[src/rtl/mem_access_unit_pkg.sv]
// rtl/mem_access_unit_pkg.sv - shared constants for the MEM-stage access unit
// Purpose: size encodings, FSM state codes, default ack timeout, alignment helper.
// Ports: none (package).
package mem_access_unit_pkg;

  localparam logic [1:0] SZ_NONE = 2'b00;
  localparam logic [1:0] SZ_BYTE = 2'b01;
  localparam logic [1:0] SZ_HALF = 2'b10;
  localparam logic [1:0] SZ_WORD = 2'b11;

  localparam logic [1:0] ST_IDLE = 2'b00;
  localparam logic [1:0] ST_BUSY = 2'b01;
  localparam logic [1:0] ST_DONE = 2'b10;

  localparam int TIMEOUT_DEFAULT = 255;

  // Half needs bit 0 clear, word needs both low bits clear; bytes never fault.
  function automatic logic is_misaligned(input logic [1:0] size, input logic [1:0] addr);
    return ((size == SZ_HALF) && addr[0]) || ((size == SZ_WORD) && (addr != 2'b00));
  endfunction

endpackage

[src/rtl/mem_access_unit_load_align.sv]
// rtl/mem_access_unit_load_align.sv - load lane extraction and extension
// Purpose: pick the addressed byte/half/word out of a read word, little-endian.
// Ports: i_rdata (read word), i_addr (byte offset), i_size (SZ_*),
//        i_unsigned (1 = zero-extend), o_data (extended result).
module load_align
  import mem_access_unit_pkg::*;
(
  input  logic [31:0] i_rdata,
  input  logic [1:0]  i_addr,
  input  logic [1:0]  i_size,
  input  logic        i_unsigned,
  output logic [31:0] o_data
);

  logic [7:0]  w_byte;
  logic [15:0] w_half;

  always_comb begin
    w_byte = i_rdata[{i_addr, 3'b000} +: 8];
    w_half = i_rdata[{i_addr[1], 4'b0000} +: 16];
    o_data = i_rdata;
    case (i_size)
      SZ_BYTE: o_data = {{24{~i_unsigned & w_byte[7]}}, w_byte};
      SZ_HALF: o_data = {{16{~i_unsigned & w_half[15]}}, w_half};
      default: o_data = i_rdata;
    endcase
  end

endmodule

[src/rtl/mem_access_unit.sv]
// rtl/mem_access_unit.sv - MEM-stage data-memory access unit
// Purpose: req/ack data-memory transaction, store lane steering, load
//          extraction, pipeline stall and write-back value generation.
// Ports: clk/reset (sync, active-high); EX/MEM fields MemRead, MemWrite,
//        mem_unsigned, MemtoReg, RegWrite, Aluout, busB, rd; memory bus
//        dm_req/dm_we/dm_addr/dm_be/dm_wdata out, dm_rdata/dm_ack in;
//        mem_stall, wb_data/wb_regwrite/wb_rd, misalign and bus_err pulses.
module mem_access_unit
  import mem_access_unit_pkg::*;
#(
  parameter int TIMEOUT = TIMEOUT_DEFAULT
) (
  input  logic        clk,
  input  logic        reset,
  input  logic [1:0]  MemRead,
  input  logic [1:0]  MemWrite,
  input  logic        mem_unsigned,
  input  logic        MemtoReg,
  input  logic        RegWrite,
  input  logic [31:0] Aluout,
  input  logic [31:0] busB,
  input  logic [4:0]  rd,
  output logic        dm_req,
  output logic        dm_we,
  output logic [31:0] dm_addr,
  output logic [3:0]  dm_be,
  output logic [31:0] dm_wdata,
  input  logic [31:0] dm_rdata,
  input  logic        dm_ack,
  output logic        mem_stall,
  output logic [31:0] wb_data,
  output logic        wb_regwrite,
  output logic [4:0]  wb_rd,
  output logic        misalign,
  output logic        bus_err
);

  localparam logic [7:0] LP_LAST = 8'(TIMEOUT - 1);

  logic [1:0]  r_state;
  logic [7:0]  r_cnt;
  logic [31:0] r_load;
  logic        r_err;

  logic        w_store;
  logic        w_access;
  logic [1:0]  w_size;
  logic        w_misal;
  logic        w_go;
  logic        w_busy;
  logic [3:0]  w_be;
  logic [31:0] w_wdata;
  logic [31:0] w_load_val;

  // A store wins when both sizes are nonzero.
  assign w_store  = (MemWrite != SZ_NONE);
  assign w_access = w_store || (MemRead != SZ_NONE);
  assign w_size   = w_store ? MemWrite : MemRead;
  assign w_misal  = (r_state == ST_IDLE) && w_access && is_misaligned(w_size, Aluout[1:0]);
  assign w_go     = (r_state == ST_IDLE) && w_access && !w_misal;
  assign w_busy   = (r_state == ST_BUSY);

  always_comb begin
    w_be    = 4'b1111;
    w_wdata = busB;
    case (w_size)
      SZ_BYTE: begin
        w_be    = 4'b0001 << Aluout[1:0];
        w_wdata = {4{busB[7:0]}};
      end
      SZ_HALF: begin
        w_be    = Aluout[1] ? 4'b1100 : 4'b0011;
        w_wdata = {2{busB[15:0]}};
      end
      default: begin
        w_be    = 4'b1111;
        w_wdata = busB;
      end
    endcase
  end

  load_align u_load_align (
    .i_rdata    (dm_rdata),
    .i_addr     (Aluout[1:0]),
    .i_size     (w_size),
    .i_unsigned (mem_unsigned),
    .o_data     (w_load_val)
  );

  always_ff @(posedge clk) begin
    if (reset) begin
      r_state <= ST_IDLE;
      r_cnt   <= 8'd0;
      r_load  <= 32'd0;
      r_err   <= 1'b0;
    end else begin
      case (r_state)
        ST_IDLE: begin
          if (w_go) begin
            r_cnt <= 8'd0;
            r_err <= 1'b0;
            if (dm_ack) begin
              r_load  <= w_load_val;
              r_state <= ST_DONE;
            end else begin
              r_state <= ST_BUSY;
            end
          end
        end
        ST_BUSY: begin
          if (dm_ack) begin
            r_load  <= w_load_val;
            r_state <= ST_DONE;
          end else if (r_cnt == LP_LAST) begin
            r_load  <= 32'd0;
            r_err   <= 1'b1;
            r_state <= ST_DONE;
          end else begin
            r_cnt <= r_cnt + 8'd1;
          end
        end
        ST_DONE: r_state <= ST_IDLE;
        default: r_state <= ST_IDLE;
      endcase
    end
  end

  // Request qualifiers come only from state and EX/MEM fields, never dm_ack.
  assign dm_req    = w_go || w_busy;
  assign mem_stall = dm_req;
  assign dm_we     = dm_req && w_store;
  assign dm_be     = dm_req ? w_be : 4'b0000;
  assign dm_addr   = {Aluout[31:2], 2'b00};
  assign dm_wdata  = w_wdata;
  assign misalign  = w_misal;

  // The timeout pulse is reported in the DONE cycle that the error lands in.
  assign bus_err     = (r_state == ST_DONE) && r_err;
  assign wb_data     = MemtoReg ? r_load : Aluout;
  assign wb_regwrite = RegWrite && !misalign && !bus_err && !mem_stall;
  assign wb_rd       = rd;

endmodule

[config.mk]
export PLATFORM = sky130hd
export DESIGN_NAME = mem_access_unit
export DESIGN_NICKNAME = d
export VERILOG_FILES = /design/src/rtl/mem_access_unit_pkg.sv /design/src/rtl/mem_access_unit_load_align.sv /design/src/rtl/mem_access_unit.sv
export SDC_FILE = /design/constraint.sdc
export NUM_CORES = 1
export LEC_CHECK = 0
export BUFFER_PORTS_ARGS = -buffer_cell sky130_fd_sc_hd__buf_2
export CORE_MARGIN = 1
export CORE_UTILIZATION = 45
export DETAILED_ROUTE_END_ITERATION = 10
export GPL_ROUTABILITY_DRIVEN = 1
export PLACE_DENSITY = 0.82
export SLEW_MARGIN = 30
export SYNTH_ARGS = -nofsm -noshare
export SYNTH_HDL_FRONTEND = slang
export SYNTH_SLANG_ARGS = --single-unit
[constraint.sdc]
create_clock -name clk -period 3.39 [get_ports clk]
set_input_delay 0.678 -clock clk [delete_from_list [all_inputs] [get_ports clk]]
set_output_delay 0.678 -clock clk [all_outputs]
set_load 0.01 [all_outputs]
==> results by group <==
Outcome
  – Status: completed

CTS
  – CTS Sinks: 43
  – CTS buffer count: 5
  – Max Root-Sink Buffers: 2
  – CTS root buffer: clkbuf_8
  – CTS tree: done
  – Hold buffer count at cts: 0
  – Postcts setup bufs: 0
  – H-tree levels: 2
  – PostCTS Resize Cnt: 0
  – Worst-path clk slew: approximately 90 ps
  – Clk Latency, worst-skew pair: just over 300 ps

STA
  – Final setup vio count: 0
  – Final Skew: about 9.2 ps
  – RSZ-0062 raised after global routing: no
  – Rel. slew slack: 35.37%
  – Pins Over Slew Limit: 0
  – Final TNS setup: 0 ps
  – WHS: ~470 ps
  – Hold Fails Final Rpt: 0
  – Highest clock rate: roughly 310 MHz
  – Tmin final: approximately 3200 ps
  – Worst Slack Setup Final: between 150 and 200 ps
  – Part of the cycle the worst path needs: 94.20%
  – Worst Tran Pin Value: 962.9 ps

Routing
  – Via count: around 4200
  – Vias/cell: 5.966
  – Residual DRC: 0
  – Drt first pass iters: 5
  – WL per Instance: ~18 um
  – Antenna Nets Post-Route: 0
  – Initial DRC count: approximately 210
  – Post-Route WL: around 12000 um

Power and ir drop
  – Power Dens Cells: between 300 and 400 nW/um^2
  – Power Total: 1.582 mW
  – Leak: 2.170 nW
  – Worst-case vdd ir drop: 0.0002229 V

Worst setup path
  – CP bufs+invs: 3
  – Slowest CP cell: nor2_1
  – Max incr delay on CP: about 670 ps
  – Critical path arrival: 2520 ps
  – CP cell instances: buf_2 > inv_1 > a21oi_1 > ha_2 > nor2_1 > a22o_1 > buf_2
  – Crit end category: primary output
  – CP startpoint kind: input port
  – CP delay by family, top: simple AND/OR/NAND/NOR gates
  – Crit Path Max Fanout: 11
  – CP Class: in -> out
  – Crit path from: MemWrite[1]
  – Most frequent CP cell: buf_2
  – Critical path required time: 2710 ps
  – Critical R2R Launch: r_cnt[0]

Yosys
  – Mapped Cells: 445
  – Leading area contributor after synthesis: dfxtp_1
  – Simple-gate area share of the yosys netlist: 12.60%
  – Largest cells by area after synthesis: dfxtp_1 (23%), buf_4 (9.7%), mux2_2 (9.2%), a22oi_1 (5.2%), o2bb2ai_1 (4.4%)
  – Synth unique cells: 48
  – Mux cell area share after synthesis: 14.45%
  – Yosys top cell area share: 22.75%
  – Post-synthesis xor/xnor area fraction: 0%
  – Synth warn: 0
  – Async set-reset flop share out of synthesis: 0%
  – Compound-Gate Fraction of Synth Area: between 30% and 40%
  – Post-synthesis sequential area ratio: a little under a quarter
  – Synth Area in Adders: 1.984%
  – Synthesized cell area: roughly 3800 um^2
  – Post-Synthesis Mean Instance Area: approximately 8.5 um^2
  – Most used DFF post-synth: dfxtp_1
  – Largest family of logic cells by synthesized area: compound AO/OA/AOI/OAI gates
  – Post-synth EDFFs: 0
  – Top post-synthesis cells by count: buf_4 (49), dfxtp_1 (43), nand2_1 (41)
  – Count leader, synth: buf_4
  – Synthesis-stage register bit count: 43

Placed design
  – Port bufs: 209
  – Worst slack, placed: 242.2 ps
  – Hpwl dp: roughly 9500 um
  – GP Congestion: around 0.82

Global routing
  – Overall Global Routing Usage: between 20% and 30%
  – Largest net degree at the start of global routing: 66
  – Initial antenna violation count: 2
  – First-pass GRT wire length: about 18000 um
  – Grt ovf: 0
  – Number of global-route vias before repair: between 3000 and 4000

Floorplan
  – Die ar.: ~9000 um^2
  – Row Count: 33
  – Total core area: ~8200 um^2
  – Initial Util: a little under half
  – Die Y: around 94 um
  – Die width: 93.70 um
  – Ports: roughly 220

Min path
  – Min-Delay Path Class: reg -> reg
  – Hold Crit Start: r_load[25]

Layout
  – Fin nets: between 700 and 800
  – Layout cell share with drive strength beyond 1: a little under half
  – Area Overhead vs Synth: 22.42%
  – Final core utilization: a little under three fifths

Job
  – Max-cap violations: 0
[flip-flops by register name, summed over array words and instances, names as in the netlist]
name and flops:
r_cnt 8, r_load 32, r_err 1, r_state 2
[through the flow]
step,cell area [um^2],cells
after floorplan,3787,446
after global placement,4519,687
after detailed placement,4519,687
after CTS,4612,695
after global routing,4632,697
final,4632,697
[final cells by class]
type | count | area, um^2
Sequential cell | 43 | 860.8
Antenna cell | 1 | 2.502
Timing Repair Buffer | 219 | 1141
Fill cell | 767 | 3543
Inverter | 13 | 48.80
Clock inverter | 3 | 23.77
Tap cell | 105 | 131.4
Multi-Input combinational cell | 308 | 2355
Clock buffer | 5 | 68.82
[where the power goes]
part	switching, mW	internal, mW
sequential	0.0226	0.540
clock	0.206	0.148
combinational	0.373	0.293
total	0.602	0.980
[placed cells by master (no fill, tap or decap), types with 11 or more instances in the layout]
master,instances
nand2_1,41
a22oi_1,26
inv_1,13
a211o_1,11
a21oi_1,18
mux2_2,31
a211oi_1,12
dfxtp_1,43
o2bb2ai_1,19
buf_2,209
mux2i_1,13
o21ai_0,23
[logic make-up after synthesis]
logic type               Yosys count
AO/OA/AOI/OAI                    159
buffers and inverters             95
adder cells (fa/ha/maj)            6
flip-flops                        43
other                              1
multiplexers                      47
AND/OR/NAND/NOR                   94
[final timing paths]
check,endpoint,slack (ps),depth (start not counted)
setup reg to reg,r_load[30],1220,8
hold reg to reg,r_load[25],470,1
hold / removal,r_load[25],470,1
setup / recovery,dm_wdata[13],200,7
[metal layers]
layer / global-route usage [%] / wire length (um) / vias up
li1: - / - / 1942
met1: 28.71 / 4606 / 1953
met4: 10.13 / 317 / 0
met2: 49.70 / 6135 / 239
met5: 0 / 0 / -
met3: 6.149 / 1250 / 24
No activity file was read; power rests on OpenSTA's default activity.
